===== config.mk =====
export PLATFORM = sky130hd
export DESIGN_NAME = sevenseg_scan_driver_flat
export DESIGN_NICKNAME = d
export VERILOG_FILES = /design/src/rtl/sevenseg_pkg.sv /design/src/rtl/sevenseg_scan_driver_if.sv /design/src/rtl/hex_to_sevenseg.sv /design/src/rtl/sevenseg_scan_driver.sv /design/src/flat_wrapper.sv
export SDC_FILE = /design/constraint.sdc
export NUM_CORES = 1
export LEC_CHECK = 0
export CORE_MARGIN = 1.5
export CORE_UTILIZATION = 50
export DETAILED_ROUTE_END_ITERATION = 10
export PLACE_DENSITY = 0.79
export SLEW_MARGIN = 20
export SYNTH_ARGS = -nofsm -noshare
export SYNTH_HDL_FRONTEND = slang
export SYNTH_SLANG_ARGS = --single-unit

===== constraint.sdc =====
create_clock -name clk_in -period 3.1 [get_ports clk_in]
set_clock_uncertainty 0.1 [all_clocks]
set_input_delay 0.62 -clock clk_in [delete_from_list [all_inputs] [get_ports clk_in]]
set_output_delay 0.62 -clock clk_in [all_outputs]
set_load 0.01 [all_outputs]

===== src/rtl/sevenseg_pkg.sv =====
// Shared types and segment patterns for the 7-segment scan driver.
`timescale 1ns/1ps
package sevenseg_pkg;
    typedef logic [6:0] seg_t;

    // Active-high {g,f,e,d,c,b,a} patterns for hex digits 0..F
    localparam seg_t SEG_LUT [16] = '{
        7'h3F, 7'h06, 7'h5B, 7'h4F, 7'h66, 7'h6D, 7'h7D, 7'h07,
        7'h7F, 7'h6F, 7'h77, 7'h7C, 7'h39, 7'h5E, 7'h79, 7'h71
    };

    localparam seg_t SEG_OFF_N = 7'h7F;
endpackage


===== src/rtl/sevenseg_scan_driver_if.sv =====
// Display-side bundle of the scan driver: scan clock and digit data in, anode/segment drive out.
`timescale 1ns/1ps
interface sevenseg_scan_driver_if #(parameter int NUM_DIGITS = 8);
    logic                    scan_clk;
    logic [4*NUM_DIGITS-1:0] value;
    logic [NUM_DIGITS-1:0]   blank;
    logic [NUM_DIGITS-1:0]   dp;
    logic [NUM_DIGITS-1:0]   an_n;
    logic [6:0]              seg_n;
    logic                    dp_n;
    logic                    frame_start;

    modport master (
        output scan_clk, value, blank, dp,
        input  an_n, seg_n, dp_n, frame_start
    );

    modport slave (
        input  scan_clk, value, blank, dp,
        output an_n, seg_n, dp_n, frame_start
    );
endinterface


===== src/rtl/hex_to_sevenseg.sv =====
// Combinational hex nibble to active-high segment pattern.
`timescale 1ns/1ps
module hex_to_sevenseg
    import sevenseg_pkg::*;
(
    input  logic [3:0] i_nibble,
    output seg_t       o_seg
);
    assign o_seg = SEG_LUT[i_nibble];
endmodule


===== src/rtl/sevenseg_scan_driver.sv =====
// Frame-coherent N-digit common-anode scan driver stepped by an asynchronous scan clock.
// Optional build macro: LEADING_ZERO_BLANK_EN (auto-blank leading zero digits).
`timescale 1ns/1ps
module sevenseg_scan_driver
    import sevenseg_pkg::*;
#(
    parameter int NUM_DIGITS  = 8,
    parameter int SYNC_STAGES = 2
) (
    input logic                   clk_in,
    input logic                   reset,
    sevenseg_scan_driver_if.slave bus
);
    localparam int IDX_W = (NUM_DIGITS > 1) ? $clog2(NUM_DIGITS) : 1;
    localparam logic [IDX_W-1:0]      LAST_IDX = IDX_W'(NUM_DIGITS - 1);
    localparam logic [NUM_DIGITS-1:0] ONE_HOT0 = NUM_DIGITS'(1);

    logic [SYNC_STAGES-1:0]  r_sync;
    logic                    r_prev;
    logic [IDX_W-1:0]        r_idx;
    logic [4*NUM_DIGITS-1:0] r_value_q;
    logic [NUM_DIGITS-1:0]   r_blank_q;
    logic [NUM_DIGITS-1:0]   r_dp_q;
    logic [NUM_DIGITS-1:0]   r_an_n;
    seg_t                    r_seg_n;
    logic                    r_dp_n;
    logic                    r_frame_start;

    logic                    w_adv;
    logic                    w_wrap;
    logic [IDX_W-1:0]        w_next_idx;
    logic [4*NUM_DIGITS-1:0] w_val_src;
    logic [NUM_DIGITS-1:0]   w_blank_src;
    logic [NUM_DIGITS-1:0]   w_dp_src;
    logic [NUM_DIGITS-1:0]   w_lz;
    logic [3:0]              w_nibble;
    logic                    w_blanked;
    seg_t                    w_seg;

    always_ff @(posedge clk_in) begin
        if (reset) begin
            r_sync <= '0;
            r_prev <= 1'b0;
        end else begin
            r_sync <= {r_sync[SYNC_STAGES-2:0], bus.scan_clk};
            r_prev <= r_sync[SYNC_STAGES-1];
        end
    end

    assign w_adv      = r_sync[SYNC_STAGES-1] & ~r_prev;
    assign w_wrap     = (r_idx == LAST_IDX);
    assign w_next_idx = w_wrap ? '0 : r_idx + 1'b1;

    // Digit 0 is driven from the live inputs, since the snapshot loads on that same edge
    assign w_val_src   = w_wrap ? bus.value : r_value_q;
    assign w_blank_src = w_wrap ? bus.blank : r_blank_q;
    assign w_dp_src    = w_wrap ? bus.dp    : r_dp_q;

`ifdef LEADING_ZERO_BLANK_EN
    always_comb begin
        logic v_seen;
        w_lz   = '0;
        v_seen = 1'b0;
        for (int i = NUM_DIGITS - 1; i > 0; i--) begin
            v_seen   = v_seen | (|w_val_src[4*i +: 4]);
            w_lz[i]  = ~v_seen;
        end
    end
`else
    assign w_lz = '0;
`endif

    assign w_nibble  = w_val_src[{w_next_idx, 2'b00} +: 4];
    assign w_blanked = w_blank_src[w_next_idx] | w_lz[w_next_idx];

    hex_to_sevenseg u_dec (
        .i_nibble (w_nibble),
        .o_seg    (w_seg)
    );

    always_ff @(posedge clk_in) begin
        if (reset) begin
            r_idx         <= LAST_IDX;
            r_value_q     <= '0;
            r_blank_q     <= '0;
            r_dp_q        <= '0;
            r_an_n        <= '1;
            r_seg_n       <= SEG_OFF_N;
            r_dp_n        <= 1'b1;
            r_frame_start <= 1'b0;
        end else begin
            r_frame_start <= w_adv & w_wrap;
            if (w_adv) begin
                r_idx <= w_next_idx;
                if (w_wrap) begin
                    r_value_q <= bus.value;
                    r_blank_q <= bus.blank;
                    r_dp_q    <= bus.dp;
                end
                r_an_n  <= w_blanked ? '1 : ~(ONE_HOT0 << w_next_idx);
                r_seg_n <= w_blanked ? SEG_OFF_N : ~w_seg;
                r_dp_n  <= w_blanked | ~w_dp_src[w_next_idx];
            end
        end
    end

    assign bus.an_n        = r_an_n;
    assign bus.seg_n       = r_seg_n;
    assign bus.dp_n        = r_dp_n;
    assign bus.frame_start = r_frame_start;
endmodule

===== src/flat_wrapper.sv =====
// flat-port wrapper written by rule: the top's interface ports become plain ports
module sevenseg_scan_driver_flat import sevenseg_pkg::*;
#(
    parameter int NUM_DIGITS  = 8,
    parameter int SYNC_STAGES = 2
)
  (clk_in, reset, bus_scan_clk, bus_value, bus_blank, bus_dp, bus_an_n, bus_seg_n, bus_dp_n, bus_frame_start);
  sevenseg_scan_driver_if #(.NUM_DIGITS(NUM_DIGITS)) bus_i ();
  input logic clk_in;
  input logic reset;
  input wire logic [$bits(bus_i.scan_clk)-1:0] bus_scan_clk;
  input wire logic [$bits(bus_i.value)-1:0] bus_value;
  input wire logic [$bits(bus_i.blank)-1:0] bus_blank;
  input wire logic [$bits(bus_i.dp)-1:0] bus_dp;
  output wire logic [$bits(bus_i.an_n)-1:0] bus_an_n;
  output wire logic [$bits(bus_i.seg_n)-1:0] bus_seg_n;
  output wire logic [$bits(bus_i.dp_n)-1:0] bus_dp_n;
  output wire logic [$bits(bus_i.frame_start)-1:0] bus_frame_start;
  assign bus_i.scan_clk = bus_scan_clk;
  assign bus_i.value = bus_value;
  assign bus_i.blank = bus_blank;
  assign bus_i.dp = bus_dp;
  assign bus_an_n = bus_i.an_n;
  assign bus_seg_n = bus_i.seg_n;
  assign bus_dp_n = bus_i.dp_n;
  assign bus_frame_start = bus_i.frame_start;
  sevenseg_scan_driver #(.NUM_DIGITS(NUM_DIGITS), .SYNC_STAGES(SYNC_STAGES)) u_core (.clk_in(clk_in), .reset(reset), .bus(bus_i));
endmodule

Word level (Yosys, flattened, before mapping)
Memory sizes are Yosys's and may differ from the RTL's.
Cells that the tools add are included.

storage, ports and cells
  bits in registers = 71
  bits in latches = 0
  bits in writable memories = 0
  memory bits (read-only) = 120
  bits of input ports = 51
  memories = 2

cells by class
  add/subtract/negate cells = 1
  multipliers = 0
  div/mod/pow operators = 0
  $lt $le $gt $ge = 2
  equality and inequality tests = 1
  shift operators = 2
  multiplexer cells = 13
  bitwise gates (word level) = 9
  reductions and logical operators = 0

memories
  name             depth  width  read ports  clocked after Yosys merged registers in  wr ports  RTL line                    text
  (no name shown)  16     7      1           0                                        0         hex_to_sevenseg.sv:9        assign o_seg = SEG_LUT[i_nibble];
  (no name shown)  8      1      1           0                                        0         sevenseg_scan_driver.sv:74  assign w_blanked = w_blank_src[w_next_idx] | w_lz[w_next_idx];

operators with widths
  cell                                                       number
  two-way mux 32 bit                                         1
  indexed part select 32 x 6 -> 4 bit                        1
  two-way mux 8 bit                                          3
  two-way mux 7 bit                                          3
  inverter 8 bit                                             1
  left shift 1 x 3 -> 8 bit (first input constant)           1
  inverter 7 bit                                             1
  binary-select mux 1 bit (select 3 bit)                     2
  greater-or-equal comparator 5 bit (second input constant)  1
  inverter 4 -> 5 bit                                        1
  < comparator 3 x 4 -> 1 bit (second input constant)        1
  adder 3 x 1 -> 3 bit (second input constant)               1
  equality test 3 bit (second input constant)                1
  two-way mux 1 bit                                          3
  two-way mux 3 bit                                          1
  AND 1 bit                                                  2
  inverter 1 bit                                             2
  OR 1 bit                                                   2

Depth between registers and ports, before layout
  word-level depth = 9
  gate-level depth with buffers = 12
  gate-level depth less buffers = 11

Cells and area by module
A second synthesis with hierarchy kept.

unflattened totals
  cell total of the unflattened synthesis = 410
  area total of the unflattened synthesis = 3458.3 um^2

modules (own cells, without submodules)
  module                instances  cells each  area an instance (um^2)
  sevenseg_scan_driver  1          377         3170.5
  hex_to_sevenseg       1          33          287.8

Worst setup path before layout
Ideal clock, no wire load.

  path type = flip-flop to flip-flop
  start point = register u_core.r_idx[0]
  end point = register u_core.r_seg_n[3] (netlist: u_core.bus.seg_n[3])
  library setup time = 0.125 ns
  arrival time = 2.358 ns
  required time = 2.875 ns
  path slack = 0.517 ns
  cell stages (with the launch flop) = 8
  path buffers = 0
  clock period less this slack = 2.583 ns
  path through = dfxtp_1 > ha_1 > mux4_1 > mux4_2 > ha_1 > mux2_2 > mux2i_1 > a21oi_1

between the ends
  cells in the longest elaborated chain, start to end = 9

ends and longest elaborated chain
  item                                                         RTL line                                                text
  start: declaration                                           sevenseg_scan_driver.sv:20                              logic [IDX_W-1:0] r_idx;
  start signal: assignment                                     sevenseg_scan_driver.sv:94                              r_idx <= w_next_idx;
  adder 3 x 1 -> 3 bit or equality test 3 bit (tied branches)  sevenseg_scan_driver.sv:52, sevenseg_scan_driver.sv:51
  two-way mux 3 bit or two-way mux 32 bit (tied branches)      n/a
  indexed part select 32 x 6 -> 4 bit                          sevenseg_scan_driver.sv:73                              assign w_nibble = w_val_src[{w_next_idx, 2'b00} +: 4];
  inverter 4 -> 5 bit (implied by the code)                    hex_to_sevenseg.sv:9
  memory read (16 x 7 bit)                                     n/a
  two-way mux 7 bit (implied by the code) (2 in series)        hex_to_sevenseg.sv:9
  inverter 7 bit                                               sevenseg_scan_driver.sv:101                             r_seg_n <= w_blanked ? SEG_OFF_N : ~w_seg;
  two-way mux 7 bit *                                          sevenseg_scan_driver.sv:101
  end signal: assignment                                       sevenseg_scan_driver.sv:101
  end: declaration                                             sevenseg_scan_driver.sv:25                              seg_t r_seg_n;

Mark *: on every way between the ends. The rest lies on a longest branch, timed or not. The select of a mux whose other input is x is not followed.
A chain may end at the register's enable or synchronous reset.

Worst setup path after layout
  start point = register u_core.r_idx[1]
  end point = register u_core.r_seg_n[3] (netlist: u_core.bus.seg_n[3])

The elaborated chain is that of the path after synthesis.

==> summary.txt <==
STA
  – Slew margin rel.: 66.5%
  – Setup TNS: 0 ps
  – # setup viols final: 0
  – Final worst path period need: 2910 ps
  – Final Hold Vio Count: 0
  – RSZ-0062 raised after global routing: false
  – Worst slew pin tran: 502 ps
  – Final Max Slew Viols: 0
  – F_max: 344 MHz
  – Fin crit share: 93.8%

Pwr
  – Power Internal: 1.70 mW
  – Sequential Power Share: 42.5%
  – P_sw: 0.561 mW
  – Clock share of power: 40.0%
  – Pwr Density: 563 nW/um^2
  – Sw Share: 24.8%
  – Peak supply drop: 309 uV
  – Leak: 1.56 nW
  – Logic pwr share: 17.5%

Yosys
  – Adder-cell share of the synthesized area: 3.27%
  – Synth top area share: 46.4%
  – Mux cell area share after synthesis: 11.2%
  – Top cells by area, synth: dfxtp_1, a22o_1, mux2i_1, mux4_2, ha_1
  – Post-Synth Simple-Gate Area: 9.23%
  – Synth area leader: dfxtp_1
  – Average size of a mapped cell: 10.9 sq um
  – Largest family of logic cells by synthesized area: compound AO/OA/AOI/OAI gates
  – Cell variety after synth: 44
  – Flops & latches, synth: 71
  – Seq/Total Area, Yosys: 46.4%
  – Synth Area in Compound Gates: 24.5%
  – Synth Area in XOR/XNOR: 0.286%
  – FFs w/ async S/R, synth: 0%
  – Yosys warning count: 0
  – Syn Nets: 340
  – Post-Syn Area: 3060 sq um
  – Post-synth EDFFs: 0
  – Count leader, synth: dfxtp_1
  – Ys flop type: dfxtp_1
  – Post-synth top cells: dfxtp_1, a22o_1, nor2_1
  – Post-synthesis instance total: 281

Critical path
  – Worst reg2reg startpoint: u_core.r_idx[1]$_SDFFE_PP1P_
  – Critical path type: reg2reg
  – Worst endpoint required time: 3280 ps
  – Crit path launch type: flop
  – Critical Path Start: u_core.r_idx[1]$_SDFFE_PP1P_
  – WP data arrival: 3090 ps
  – Critical Path Max Stage Delay: 580 ps
  – Worst path slowest cell: mux4_1
  – CP cell instances: ha_1 > mux4_1 > mux4_2 > clkinv_1 > ha_1 > inv_1 > mux2i_1 > mux2i_1 > a21oi_1
  – Worst-path fanout max: 6
  – CP endpoint kind: flop

Final layout
  – Layout area overhead: 31.5%
  – Final Non-Filler Cells: 423
  – Ant diodes: 0
  – Share of cells above drive strength 1: 11.2%
  – Fin nets: 402
  – Post-layout util: 68.0%

CTS
  – Largest buffer count on any clock path: 2
  – CTS tree: yes
  – Clock root buffer: clkbuf_8
  – TritonCTS Buffers: 9
  – Clock transition at path regs: 70 ps
  – Latest clock arrival within the worst-skew pair: 350 ps
  – H-Tree Depth: 3
  – Total setup buffers inserted after CTS: 0
  – # resized after CTS: 0
  – Hold-fix buffer count after cts: 0
  – Clk sink count: 71

Floorplanning
  – Number of top-level pins: 68
  – Starting Density: 51.7%
  – Core box area: 5920 sq um
  – Core Rows: 28
  – Die area: 6600 sq um
  – Die width: 81.3 um
  – Die height: 81.3 um

Routing
  – DR pass1 iterations: 4
  – Post-route ant nets: 0
  – Iteration-0 DRC Markers: 143
  – Wire per inst: 15.8 um
  – Total Wirelength: 6700 um
  – Via density: 5.68
  – Total number of vias: 2,402
  – DR DRC count: 0

Run
  – Max-cap violations: 0

Global route
  – GRT overflow: 0
  – Vias in the first global route: 2,324
  – Initial antenna violation count: 0
  – Largest net degree at the start of global routing: 49
  – First-pass GRT wire length: 11,000 um
  – Global Route Usage Sum: 22.2%

Min path
  – Hold Path Class: reg2reg
  – Hold Startpoint: u_core.r_sync[0]$_SDFF_PP0_

Placed design
  – Global placement routability congestion: 0.790
  – Placed Instances: 407
  – Post-DP HPWL: 4630 um
  – PortBufs: 67

Run status
  – Outcome: finished, final reports clean
## flip-flops by register name, indices dropped and copies added, names as in the netlist
| signal | count |
|---|---|
| u_core.r_value_q | 32 |
| u_core.bus.an_n | 8 |
| u_core.r_blank_q | 8 |
| u_core.r_dp_q | 8 |
| u_core.bus.seg_n | 7 |
| u_core.r_idx | 3 |
| u_core.r_sync | 2 |
| u_core.bus.dp_n | 1 |
| u_core.bus.frame_start | 1 |
| u_core.r_prev | 1 |
## through the flow
step	setup slack, ps	power, mW	area (sq um)	hold slack [ps]
CTS	194	2.27	4030	344
floorplan	517	1.24	3060	314
global route	4.28	2.36	4030	356
detailed placement	219	1.38	3780	327
finish	192	2.27	4030	338
global placement	342	1.36	3780	322
## routing by layer
metal | share of wire (%) | track usage [%] | vias up | wire length [um]
met1 | 47 | 29.0 | 1154 | 3130
li1 | - | - | 1178 | -
met5 | 0 | 0 | - | 0
met2 | 47 | 33.9 | 60 | 3180
met4 | 1.8 | 9.66 | 0 | 123
met3 | 3.9 | 6.52 | 10 | 262
## critical path: cells and delay by family (launching register included)
kind,cells,cell delay (ps)
AO/OA/AOI/OAI,1,160
adder cells (fa/ha/maj),2,640
buffers and inverters,2,220
flip-flops,1,320
multiplexers,4,1400
## logic make-up (layout without fill, tap and decap cells)
family,count (synthesis),after routing
adders and majority gates,8,8
buffers and inverters,30,97
and+or+nand+nor,55,55
DFF,71,71
muxes,24,24
xor gates and xnor gates,1,1
AOI/OAI and AO/OA,92,92
## area by class of cell
type                       instances  area, sq um
fill                             463         1890
sequential                        71         1420
clock buffer                      11          141
tap                               75         93.8
timing repair buffer              75          743
clock inverter                     5          105
multi-input combinational        180         1500
inverter                           6         22.5
## power by group through the flow
stage	clock (mW)	combinational, mW	sequential, mW
5_1_grt	0.956	0.436	0.965
6_report	0.906	0.397	0.962
2_1_floorplan	0	0.260	0.982
3_5_place_dp	0	0.394	0.983
3_3_place_gp	0	0.383	0.982
4_1_cts	0.914	0.397	0.962
## worst paths after layout
kind / cells after the start / end / slack, ps
worst min-delay path: 1 / u_core.r_sync[1]$_SDFF_PP0_ / 340
worst min register to register: 1 / u_core.r_sync[1]$_SDFF_PP0_ / 340
worst max register to register: 9 / u_core.bus.seg_n[3]$_SDFFE_PP1P_ / 190
worst max-delay path: 9 / u_core.bus.seg_n[3]$_SDFFE_PP1P_ / 190
## cell usage in the layout (no fill, tap or decap), types with 2 or more instances in the layout
cell type / netlist / routed
nand2b_1: 11 / 11
o21ai_1: 3 / 3
a22o_1: 48 / 48
clkdlybuf4s50_1: 0 / 67
a211o_1: 4 / 4
mux2i_1: 15 / 15
clkbuf_8: 0 / 10
clkinvlp_4: 0 / 2
o32ai_1: 2 / 2
ha_1: 8 / 8
o22ai_1: 6 / 6
nand3_1: 3 / 3
a21oi_1: 9 / 8
nor2_1: 16 / 16
nand2_1: 9 / 9
o221ai_1: 2 / 2
a31oi_1: 4 / 4
buf_4: 1 / 7
bufinv_16: 0 / 3
nor3b_1: 3 / 3
nor2b_1: 6 / 6
a21o_1: 2 / 2
o21ai_0: 3 / 3
mux4_2: 5 / 5
a21oi_4: 1 / 2
dfxtp_1: 71 / 71
mux4_1: 2 / 2
inv_1: 5 / 5
o21bai_1: 2 / 2
Note: power is estimated with default switching activity, not from simulation.
